===== src/rtl/masked_pixel_fill.sv =====
// Replaces all-ones (defective) pixels with an interpolation of their horizontal
// neighbours on the same line; AXI4-Stream in/out with per-frame fill statistics.
module masked_pixel_fill #(
    parameter int unsigned   DW       = 16,
    parameter logic [DW-1:0] FILL_VAL = '0
) (
    input  logic          clk,
    input  logic          rst,
    input  logic          enable,
    input  logic [DW-1:0] s_tdata,
    input  logic          s_tvalid,
    output logic          s_tready,
    input  logic          s_tlast,
    input  logic          s_tuser,
    output logic [DW-1:0] m_tdata,
    output logic          m_tvalid,
    input  logic          m_tready,
    output logic          m_tlast,
    output logic          m_tuser,
    output logic [15:0]   frame_fill_count,
    output logic          frame_done
);

    localparam int unsigned   CW      = 16;
    localparam int unsigned   SW      = DW + 1;
    localparam logic [DW-1:0] MASK    = '1;
    localparam logic [CW-1:0] CNT_MAX = '1;

    typedef enum logic [1:0] {
        EMPTY = 2'd0,
        HOLD  = 2'd1,
        FLUSH = 2'd2
    } state_t;

    state_t        state;
    logic [DW-1:0] l_q;
    logic          lv_q;
    logic [DW-1:0] c_q;
    logic          c_last_q;
    logic          c_user_q;
    logic [CW-1:0] fill_cnt_q;

    logic          adv;
    logic          early_sof;
    logic          accept;
    logic          emit;
    logic          hit;
    logic          l_ok;
    logic          r_ok;
    logic [SW-1:0] sum;
    logic [DW-1:0] fill_data;
    logic [CW-1:0] cnt_inc;

    // Handshake decode and replacement of the centre pixel.
    always_comb begin
        adv       = !m_tvalid || m_tready;
        early_sof = (state == HOLD) && s_tvalid && s_tuser;
        s_tready  = 1'b0;
        if (!rst) begin
            case (state)
                EMPTY:   s_tready = adv;
                HOLD:    s_tready = adv && !early_sof;
                default: s_tready = 1'b0;
            endcase
        end
        accept = s_tvalid && s_tready;
        emit   = ((state == HOLD) && accept) || ((state == FLUSH) && adv);
        hit    = enable && (c_q == MASK);

        // Right neighbour exists only when emitting from HOLD on an accepted beat.
        l_ok = lv_q && (l_q != MASK);
        r_ok = (state == HOLD) && (s_tdata != MASK);
        sum  = SW'(l_q) + SW'(s_tdata);

        fill_data = c_q;
        if (hit) begin
            if (l_ok && r_ok) begin
                fill_data = sum[SW-1:1];
            end else if (l_ok) begin
                fill_data = l_q;
            end else if (r_ok) begin
                fill_data = s_tdata;
            end else begin
                fill_data = FILL_VAL;
            end
        end

        cnt_inc = (fill_cnt_q == CNT_MAX) ? fill_cnt_q : fill_cnt_q + CW'(hit);
    end

    always_ff @(posedge clk) begin
        if (rst) begin
            state            <= EMPTY;
            l_q              <= '0;
            lv_q             <= 1'b0;
            c_q              <= '0;
            c_last_q         <= 1'b0;
            c_user_q         <= 1'b0;
            m_tdata          <= '0;
            m_tvalid         <= 1'b0;
            m_tlast          <= 1'b0;
            m_tuser          <= 1'b0;
            fill_cnt_q       <= '0;
            frame_fill_count <= '0;
            frame_done       <= 1'b0;
        end else begin
            frame_done <= 1'b0;
            if (adv) begin
                m_tvalid <= emit;
                if (emit) begin
                    m_tdata <= fill_data;
                    m_tlast <= c_last_q;
                    m_tuser <= c_user_q;
                    // A frame start closes the previous frame's statistics.
                    if (c_user_q) begin
                        frame_fill_count <= fill_cnt_q;
                        frame_done       <= 1'b1;
                        fill_cnt_q       <= CW'(hit);
                    end else begin
                        fill_cnt_q <= cnt_inc;
                    end
                end

                case (state)
                    EMPTY: begin
                        if (accept) begin
                            c_q      <= s_tdata;
                            c_last_q <= s_tlast;
                            c_user_q <= s_tuser;
                            lv_q     <= 1'b0;
                            state    <= s_tlast ? FLUSH : HOLD;
                        end
                    end
                    HOLD: begin
                        if (early_sof) begin
                            state <= FLUSH;
                        end else if (accept) begin
                            l_q      <= c_q;
                            lv_q     <= 1'b1;
                            c_q      <= s_tdata;
                            c_last_q <= s_tlast;
                            c_user_q <= s_tuser;
                            state    <= s_tlast ? FLUSH : HOLD;
                        end
                    end
                    FLUSH: begin
                        lv_q  <= 1'b0;
                        state <= EMPTY;
                    end
                    default: state <= EMPTY;
                endcase
            end
        end
    end

endmodule


===== config.mk =====
export PLATFORM = sky130hd
export DESIGN_NAME = masked_pixel_fill
export DESIGN_NICKNAME = d
export VERILOG_FILES = /design/src/rtl/masked_pixel_fill.sv
export SDC_FILE = /design/constraint.sdc
export NUM_CORES = 1
export LEC_CHECK = 0
export CAP_MARGIN = 20
export CORE_MARGIN = 10
export CORE_UTILIZATION = 45
export DETAILED_ROUTE_END_ITERATION = 10
export PLACE_DENSITY = 0.7
export SETUP_SLACK_MARGIN = 0.2
export SYNTH_ARGS = -nofsm -noshare
export SYNTH_HDL_FRONTEND = slang
export SYNTH_SLANG_ARGS = --single-unit

===== constraint.sdc =====
create_clock -name clk -period 7.5 [get_ports clk]
set_input_delay 1.875 -clock clk [delete_from_list [all_inputs] [get_ports clk]]
set_output_delay 1.875 -clock clk [all_outputs]
set_load 0.03 [all_outputs]

==> impl_metrics.env <==
export IMPL_wl_per_cell_microns=17.1
export IMPL_syn_area_sq_um=4590
export IMPL_track_usage=0.171
export IMPL_clockBufferDepth=2
export IMPL_critPathKind="primary input to output port"
export IMPL_final_area_sq_um=5450
export IMPL_post_route_util=0.553
export IMPL_ctsHoldBuffers=0
export IMPL_finalWirelength_mm=12.4
export IMPL_syn_area_per_cell_sq_um=8.52
export IMPL_cts_clk_slew_worst_paths_ps=100
export IMPL_grt_pass1_vias=4124
export IMPL_rr_startpoint="state[1]$_SDFFE_PP0N_"
export IMPL_ant_nets=0
export IMPL_worst_slack_ps=1920
export IMPL_slew_viol_final=0
export IMPL_grt_max_degree=47
export IMPL_crit_path_start="m_tready"
export IMPL_synthArstFlopShare=0
export IMPL_drv_cap=0
export IMPL_timing_final_crit_share=0.744
export IMPL_power_density_nw_per_um2=172
export IMPL_dieWidth_microns=121
export IMPL_hold_viol_final=0
export IMPL_worstHoldStart="m_tdata[1]$_SDFFE_PP0P_"
export IMPL_drc=0
export IMPL_tns_ps=0
export IMPL_p_leak_nw=1.92
export IMPL_dr_first_iter_drc_count=307
export IMPL_vias_per_cell=5.73
export IMPL_ctsResizeCount=0
export IMPL_synth_cells=539
export IMPL_numClockSinks=89
export IMPL_synth_edff_count=0
export IMPL_worst_ep_required_time_ps=5620
export IMPL_insertedDiodeCount=0
export IMPL_syn_to_final_growth_pct=18.7
export IMPL_htreeDepth=3
export IMPL_startpoint_type="primary input"
export IMPL_ys_types=67
export IMPL_placed_cell_area_sq_um=5260
export IMPL_synth_ff_latch_count=89
export IMPL_dp_cells=711
export IMPL_worstMarginPinSlew_ps=1100
export IMPL_dr_total_vias=4165
export IMPL_antenna_found_initial=0
export IMPL_setup_violations=0
export IMPL_slew_headroom=0.266
export IMPL_ys_seq_area_frac=0.388
export IMPL_final_min_clock_period_ps=5580
export IMPL_path_max_fanout=9
export IMPL_pre_cts_ws_ps=1920
export IMPL_instances_no_fill=727
export IMPL_clk_latency_ps=370
export IMPL_fmax_mhz=179
export IMPL_dr_pass1_iters=5
export IMPL_clock_root_buffer="clkbuf_8"
export IMPL_worstHoldPathType="flop to flop"
export IMPL_routabilityCongestion=0.931
export IMPL_core_rowCount=36
export IMPL_initial_core_util=0.465
export IMPL_layout_drive_gt1_share=0.0606
export IMPL_fillers=940
export IMPL_yosys_warnings=0
export IMPL_dp_hpwl_mm=9.00
export IMPL_port_buffers=59
export IMPL_grt_pass1_wl_mm=20.7
export IMPL_synth_net_count=583
export IMPL_globalRoute_totalOverflow=0
export IMPL_cts_tree="yes"
export IMPL_numCtsBuffers=9
export IMPL_clock_skew_final_ps=13.6
export IMPL_die_h_microns=121
export IMPL_peakVddDrop_v=0.0000900
export IMPL_die_area_sq_um=14600
export IMPL_ys_flop_type="dfxtp_1"
export IMPL_num_nets_final=633
export IMPL_status="complete, no violations"
export IMPL_io_pins=60
export IMPL_rsz0062_at_grt="no"
export IMPL_critPathCaptureType="output port"
export IMPL_coreArea_sq_um=9860
export IMPL_post_cts_buffers=0
export IMPL_crit_arrival_ps=3710
## cells in the final DEF (no fill, tap or decap), types with 3 or more instances in the layout
cell             instances
inv_1                    5
nand4_1                 17
ha_1                    20
or3_1                    3
xnor2_1                 13
o21a_1                   3
clkdlybuf4s50_1         58
a22o_1                  17
clkbuf_8                 9
o21ai_1                  3
nand3_1                 17
xor2_1                  11
a21oi_1                 61
a221oi_1                 5
and2_1                   4
nand2_1                 77
nor2_1                  47
a31oi_1                  3
o21ai_0                 27
buf_4                    3
inv_8                    3
mux2i_1                 19
a21oi_2                  3
nor3_1                   9
and3_1                   9
nand2b_1                 6
dfxtp_1                 89
## final cells by class
class                           count  area (sq um)  area share
Clock buffer                        9           124      0.0227
Clock inverter                      7          67.6      0.0124
Inverter                            6          22.5     0.00413
Multi-Input combinational cell    421          2680       0.492
Sequential cell                    89          1780       0.327
Tap cell                          133           166      0.0305
Timing Repair Buffer               62           608       0.112
## path summary, 6_finish.rpt
check / endpoint / cells past startpoint / slack [ps]
worst max-delay path: s_tready / 4 / 1920
worst min-delay path: m_tdata[1]$_SDFFE_PP0P_ / 2 / 460
worst max register to register: l_q[14]$_SDFFE_PP0P_ / 7 / 4090
worst min register to register: m_tdata[1]$_SDFFE_PP0P_ / 2 / 460
## where the power goes
| group | switching, mW | leakage (nW) | internal [mW] |
|---|---|---|---|
| combinational | 0.0730 | 1.11 | 0.0412 |
| sequential | 0.00998 | 0.719 | 0.482 |
| clock | 0.199 | 0.0962 | 0.130 |
| total | 0.282 | 1.92 | 0.653 |
## cells in the mapped netlist, drive strengths merged (4+ instances only)
| library cell | n | area (sq um) |
|---|---|---|
| nand3 | 17 | 85.1 |
| xnor2 | 13 | 114 |
| clkbuf | 12 | 45.0 |
| dfxtp | 89 | 1780 |
| nand2b | 6 | 37.5 |
| buf | 11 | 62.6 |
| mux2i | 19 | 190 |
| nand2 | 78 | 295 |
| o21ai | 30 | 150 |
| inv | 6 | 22.5 |
| nand4 | 17 | 106 |
| nor3 | 10 | 55.1 |
| ha | 20 | 250 |
| and3 | 10 | 67.6 |
| xor2 | 11 | 96.3 |
| a221oi | 5 | 43.8 |
| a22o | 17 | 149 |
| and2 | 4 | 25.0 |
| a21oi | 64 | 332 |
| nor2 | 48 | 188 |
## worst max-delay path: stages
cell and delay (ps):
clkdlybuf4s50_1 410, nor2b_1 630, nor3_1 150, clkdlybuf4s50_1 640
## through the flow
step | hold WS, ps | power, mW
final | 458 | 0.935
after detailed placement | 444 | 0.615
after CTS | 460 | 0.941
after global placement | 444 | 0.613
after floorplan | 432 | 0.572
after global routing | 483 | 0.978
## state kept, by name (all words and copies together), names as in the netlist, 2 cells and up
name / cells
frame_fill_count: 16
state: 2
fill_cnt_q: 16
c_q: 16
l_q: 16
m_tdata: 16
## per-layer routing
metal / share of wire / GRT usage
met1: 0.46 / 0.219
met2: 0.46 / 0.274
met3: 0.060 / 0.0451
met4: 0.019 / 0.0558
met5: 0 / 0
## kinds of logic after synthesis
| family | after synthesis | share of synthesized area |
|---|---|---|
| AOI/OAI and AO/OA | 153 | 0.228 |
| xor gates and xnor gates | 24 | 0.0458 |
| adders and majority gates | 21 | 0.0589 |
| buffers and inverters | 29 | 0.0283 |
| DFF | 89 | 0.388 |
| muxes | 19 | 0.0414 |
| and+or+nand+nor | 204 | 0.210 |
Note: power is estimated with default switching activity, not from simulation.
